--- src/rtl/seq_divider_8x4_if.sv ---
// Handshake and operand/result bundle for the 8-by-4 sequential divider.
interface seq_divider_8x4_if;
  logic       start;
  logic [7:0] dividend;
  logic [3:0] divisor;
  logic       busy;
  logic       done;
  logic [7:0] quotient;
  logic [3:0] remainder;
  logic       div_zero;

  modport master (
    output start, dividend, divisor,
    input  busy, done, quotient, remainder, div_zero
  );

  modport slave (
    input  start, dividend, divisor,
    output busy, done, quotient, remainder, div_zero
  );
endinterface

--- src/rtl/seq_divider_8x4.sv ---
// Restoring 8-by-4 unsigned divider: one quotient bit per cycle, MSB first,
// results registered on entry to DONE, divide-by-zero flagged in one cycle.
module seq_divider_8x4 (
  input  logic              clk,
  input  logic              rst,
  seq_divider_8x4_if.slave  bus
);

  typedef enum logic [1:0] {IDLE, CALC, DONE} state_t;

  state_t     state_q, state_d;
  logic [2:0] cnt_q, cnt_d;
  // Dividend bits shift out of the top while quotient bits shift in at the bottom.
  logic [7:0] dvd_q, dvd_d;
  logic [3:0] dvs_q, dvs_d;
  logic [3:0] rem_q, rem_d;
  logic [7:0] quotient_q, quotient_d;
  logic [3:0] remainder_q, remainder_d;
  logic       div_zero_q, div_zero_d;
  logic [4:0] step;

  // One restoring step: returns {quotient bit, new 4-bit partial remainder}.
  function automatic logic [4:0] div_step(input logic [3:0] rem,
                                          input logic       bit_in,
                                          input logic [3:0] dvs);
    logic [4:0] sh;
    sh = {rem, bit_in};
    if (sh >= {1'b0, dvs}) begin
      sh = sh - {1'b0, dvs};
      div_step = {1'b1, sh[3:0]};
    end else begin
      div_step = {1'b0, sh[3:0]};
    end
  endfunction

  assign step = div_step(rem_q, dvd_q[7], dvs_q);

  always_comb begin
    state_d     = state_q;
    cnt_d       = cnt_q;
    dvd_d       = dvd_q;
    dvs_d       = dvs_q;
    rem_d       = rem_q;
    quotient_d  = quotient_q;
    remainder_d = remainder_q;
    div_zero_d  = div_zero_q;
    case (state_q)
      IDLE, DONE: begin
        if (bus.start) begin
          dvd_d = bus.dividend;
          dvs_d = bus.divisor;
          cnt_d = 3'd0;
          rem_d = 4'd0;
          if (bus.divisor == 4'd0) begin
            state_d     = DONE;
            quotient_d  = 8'hFF;
            remainder_d = 4'd0;
            div_zero_d  = 1'b1;
          end else begin
            state_d = CALC;
          end
        end else if (state_q == DONE) begin
          state_d = IDLE;
        end
      end
      CALC: begin
        dvd_d = {dvd_q[6:0], step[4]};
        rem_d = step[3:0];
        cnt_d = cnt_q + 3'd1;
        if (cnt_q == 3'd7) begin
          state_d     = DONE;
          quotient_d  = {dvd_q[6:0], step[4]};
          remainder_d = step[3:0];
          div_zero_d  = 1'b0;
        end
      end
      default: state_d = IDLE;
    endcase
  end

  always_ff @(posedge clk or posedge rst) begin
    if (rst) begin
      state_q     <= IDLE;
      cnt_q       <= 3'd0;
      dvd_q       <= 8'd0;
      dvs_q       <= 4'd0;
      rem_q       <= 4'd0;
      quotient_q  <= 8'd0;
      remainder_q <= 4'd0;
      div_zero_q  <= 1'b0;
    end else begin
      state_q     <= state_d;
      cnt_q       <= cnt_d;
      dvd_q       <= dvd_d;
      dvs_q       <= dvs_d;
      rem_q       <= rem_d;
      quotient_q  <= quotient_d;
      remainder_q <= remainder_d;
      div_zero_q  <= div_zero_d;
    end
  end

  assign bus.busy      = (state_q == CALC);
  assign bus.done      = (state_q == DONE);
  assign bus.quotient  = quotient_q;
  assign bus.remainder = remainder_q;
  assign bus.div_zero  = div_zero_q;

endmodule

--- src/flat_wrapper.sv ---
// flat-port wrapper written by rule: the top's interface ports become plain ports
module seq_divider_8x4_flat 
  (clk, rst, bus_start, bus_dividend, bus_divisor, bus_busy, bus_done, bus_quotient, bus_remainder, bus_div_zero);
  seq_divider_8x4_if bus_i ();
  input  logic clk;
  input  logic rst;
  input wire logic [$bits(bus_i.start)-1:0] bus_start;
  input wire logic [$bits(bus_i.dividend)-1:0] bus_dividend;
  input wire logic [$bits(bus_i.divisor)-1:0] bus_divisor;
  output wire logic [$bits(bus_i.busy)-1:0] bus_busy;
  output wire logic [$bits(bus_i.done)-1:0] bus_done;
  output wire logic [$bits(bus_i.quotient)-1:0] bus_quotient;
  output wire logic [$bits(bus_i.remainder)-1:0] bus_remainder;
  output wire logic [$bits(bus_i.div_zero)-1:0] bus_div_zero;
  assign bus_i.start = bus_start;
  assign bus_i.dividend = bus_dividend;
  assign bus_i.divisor = bus_divisor;
  assign bus_busy = bus_i.busy;
  assign bus_done = bus_i.done;
  assign bus_quotient = bus_i.quotient;
  assign bus_remainder = bus_i.remainder;
  assign bus_div_zero = bus_i.div_zero;
  seq_divider_8x4 u_core (.clk(clk), .rst(rst), .bus(bus_i));
endmodule
--- config.mk ---
export PLATFORM = sky130hd
export DESIGN_NAME = seq_divider_8x4_flat
export DESIGN_NICKNAME = d
export VERILOG_FILES = /design/src/rtl/seq_divider_8x4_if.sv /design/src/rtl/seq_divider_8x4.sv /design/src/flat_wrapper.sv
export SDC_FILE = /design/constraint.sdc
export NUM_CORES = 1
export LEC_CHECK = 0
export ABC_CLOCK_PERIOD_IN_PS = 2700
export CAP_MARGIN = 40
export CORE_MARGIN = 8
export CORE_UTILIZATION = 30
export DETAILED_ROUTE_END_ITERATION = 12
export GPL_ROUTABILITY_DRIVEN = 0
export SETUP_SLACK_MARGIN = 0.3
export SLEW_MARGIN = 20
export SYNTH_ARGS = -nofsm -noshare
export SYNTH_HDL_FRONTEND = slang
export SYNTH_SLANG_ARGS = --single-unit
--- constraint.sdc ---
create_clock -name clk -period 2.7 [get_ports clk]
set_clock_uncertainty 0.2 [all_clocks]
set_input_delay 0.27 -clock clk [delete_from_list [all_inputs] [get_ports clk]]
set_output_delay 0.27 -clock clk [all_outputs]
set_load 0.005 [all_outputs]
==> metrics.md <==
| Metric | Value |
|---|---|
| Status | `completed` |
| Global route overflow | `0` |
| DRC | `0` |
| R2r startpoint | `u_core.rem_q[1]` |
| Mapped Nets | `roughly 180` |
| Die Area | `approximately 7800 um2` |
| Via-per-instance ratio | `around 4.6` |
| Clk Latency, worst-skew pair | `between 200 and 300 ps` |
| Unique masters post-synth | `37` |
| Worst-case clock buffer depth | `2` |
| Hold Vio Cnt, Final | `0` |
| Gate Count Post-Synth | `159` |
| CP Launch Type | `flop` |
| Post-CTS Repair Setup Buffers | `0` |
| Arrival @ worst endpoint | `about 2200 ps` |
| Layout area overhead | `29.0%` |
| Synth warn | `0` |
| Reg-to-reg endpoint | `u_core.bus.remainder[0]` |
| Sw Pwr | `between 0.9 and 1 mW` |
| Maximum number of pins on one net before global-route repair | `35` |
| Ys async rst share | `100%` |
| CP Data Required Time | `~2700 ps` |
| Initial Util | `approximately 31%` |
| Share of cells above drive strength 1 | `10.9%` |
| CP peak stage delay | `roughly 400 ps` |
| PortBufs | `29` |
| Max VDD drop | `approximately 0.43 mV` |
| Cell Area, Synth | `approximately 1600 um2` |
| # rows | `26` |
| Slew Limit Fails | `0` |
| Clk pwr share | `around 14%` |
| Reg2Reg Setup Slack | `about 520 ps` |
| Critical Path End Type | `flop` |
| Final #Nets | `around 220` |
| Largest cells by area after synthesis | `dfrtp_1, nand2_1, ha_1, nor2_1, a31oi_1` |
| DR WL/cell | `13.2 um` |
| Clock slew at reported path FFs | `70 ps` |
| Detail Placement HPWL | `about 2600 um` |
| Mapped Avg Cell Area | `slightly below 10 um2` |
| Pwr dens | `between 1000 and 1500 nW/um2` |
| #FFs+latches synth | `34` |
| Part of the power in combinational logic | `50.0%` |
| Internal | `1.51 mW` |
| Most common cell after layout, fill and taps aside | `dfrtp_1` |
| Vias | `1214` |
| Vias in the first global route | `~1200` |
| Die X-Extent | `88.4 um` |
| Crit-path slowest cell | `dfrtp_1` |
| Cells along the critical path | `ha_1 > a21oi_2 > o21ai_2 > a21boi_2 > mux2_2 > o21ai_1` |
| Final worst path period need | `2180 ps` |
| Worst hold path class | `in2async` |
| Total number of H-tree levels | `2` |
| Unrepaired setup endpoints after global routing | `no` |
| Core Util, Final | `approximately two fifths` |
| Worst-Margin Slew | `502 ps` |
| Post-CTS Hold Buffers | `0` |
| Depth of the most critical reg-to-reg path | `6` |
| GRT Util Overall | `a little over a tenth` |
| Rel. slew slack | `about two thirds` |
| IO Pins | `30` |
| Final ANT Viol Nets | `0` |
| DRT iter0 DRCs | `47` |
| Core ar. | `slightly above 5000 um2` |
| Reg power frac | `about 36%` |
| Fillers | `between 500 and 600` |
| Final setup fails | `0` |
| Crit path kind | `reg2reg` |
| First-pass GRT wire length | `a little over 6000 um` |
| Initial antenna violation count | `0` |
| Die Span Y | `about 90 um` |
| Synth area leader | `dfrtp_1` |
| Post-synth EDFFs | `0` |
| Max Cap Viol | `0` |
| Leakage power | `slightly below 0.9 nW` |
| Num CTS Buffers | `5` |
| WL final | `3460 um` |
| Sw frac | `between 30 and 40%` |
| TritonCTS clock tree | `done` |
| Final Cycle Share | `80.6%` |
| Post-Route Setup TNS | `0 ps` |
| Most frequent cells in the layout | `dfrtp_1, nand2_1, clkdlybuf4s50_1, nor2_1` |
| Clk Tree Root Cell | `clkbuf_8` |
| Iteration count of the initial detailed-routing pass | `4` |
| Share of the synthesized area in the top cell type | `between 50 and 60%` |
| Peak Freq | `459 MHz` |
| Most used DFF post-synth | `dfrtp_1` |
| Crit-path max FO | `5` |
| Resized Gates After CTS | `0` |
| Sequential fraction of the synthesis area | `a little over half` |
| Diode count | `0` |
| TritonCTS Sinks | `34` |
## synthesized netlist by cell type (2+ instances only)
master,number
nor2_1,18
a31oi_1,8
dfrtp_1,34
clkbuf_1,4
o21ai_0,4
o21ai_1,6
a22o_1,2
a21oi_1,8
nand3_1,3
ha_1,6
nand2_1,32
nand2b_1,2
mux2_2,2
inv_1,6
nor2b_1,2
## power by group through the flow
stage / logic (mW) / clock network, mW / registers, mW
final: 1.22 / 0.349 / 0.870
after global routing: 1.43 / 0.383 / 0.905
after CTS: 1.25 / 0.365 / 0.873
after detailed placement: 1.24 / 0 / 0.878
after floorplan: 0.855 / 0 / 0.856
after global placement: 1.23 / 0 / 0.878
## flip-flops by register name, indices dropped and copies added, names as in the netlist
name / flops
u_core.dvd_q: 8
u_core.state_q: 2
u_core.rem_q: 4
u_core.bus.quotient: 8
u_core.bus.remainder: 4
u_core.cnt_q: 3
u_core.bus.div_zero: 1
u_core.dvs_q: 4
## routing by layer
layer / global-route usage [%] / part of all wire, % / vias to the layer above
met5: 0 / 0 / -
met4: 4.15 / 1.6 / 0
met3: 5.01 / 8.2 / 7
met2: 14.4 / 43 / 28
met1: 13.6 / 47 / 572
li1: - / - / 607
## how the worst max path moves through the flow
stage	start	slack, ps	depth (start not counted)	to
3_5_place_dp	bus_divisor[3]	520	7	u_core.bus.quotient[3]
2_1_floorplan	u_core.rem_q[1]	700	6	u_core.bus.remainder[3]
4_1_cts	u_core.rem_q[1]	510	6	u_core.bus.remainder[1]
5_1_grt	u_core.rem_q[1]	390	6	u_core.rem_q[1]
6_report	u_core.rem_q[1]	520	6	u_core.bus.remainder[0]
3_3_place_gp	u_core.rem_q[1]	510	6	u_core.bus.remainder[1]
## cell type report
type / instances / area, um2 / area share, %
clock buffer: 5 / 68.8 / 3.40
tap: 70 / 87.6 / 4.32
multi-input combinational: 112 / 663 / 32.7
inverter: 7 / 26.3 / 1.30
sequential: 34 / 851 / 42.0
clock inverter: 2 / 10.0 / 0.494
timing repair buffer: 33 / 320 / 15.8
## logic make-up (layout without fill, tap and decap cells)
logic type               Yosys count  in the layout  synth area share [%]
AND/OR/NAND/NOR                   64             64                  18.2
flip-flops                        34             34                  54.1
AO/OA/AOI/OAI                     36             36                  14.3
multiplexers                       4              4                  3.03
adder cells (fa/ha/maj)            7              7                  6.05
XOR/XNOR                           1              1                 0.557
buffers and inverters             13             47                  3.66
## critical path, delay by kind of cell (launching register included)
family / cells / cell delay [ps]
compound gates: 4 / 730
flops: 1 / 400
fa+ha+maj: 1 / 370
mux: 1 / 390
## through the flow
stage          hold slack [ps]  setup slack (ps)  total power [mW]  area (um2)  std cells
3_3_place_gp               269               512              2.11        1950        256
5_1_grt                    232               386              2.72        2030        263
6_report                   175               523              2.44        2030        263
3_5_place_dp               266               518              2.12        1950        256
4_1_cts                    195               512              2.49        2030        263
2_1_floorplan              175               696              1.71        1570        159
(Power assumes the default switching activity.)
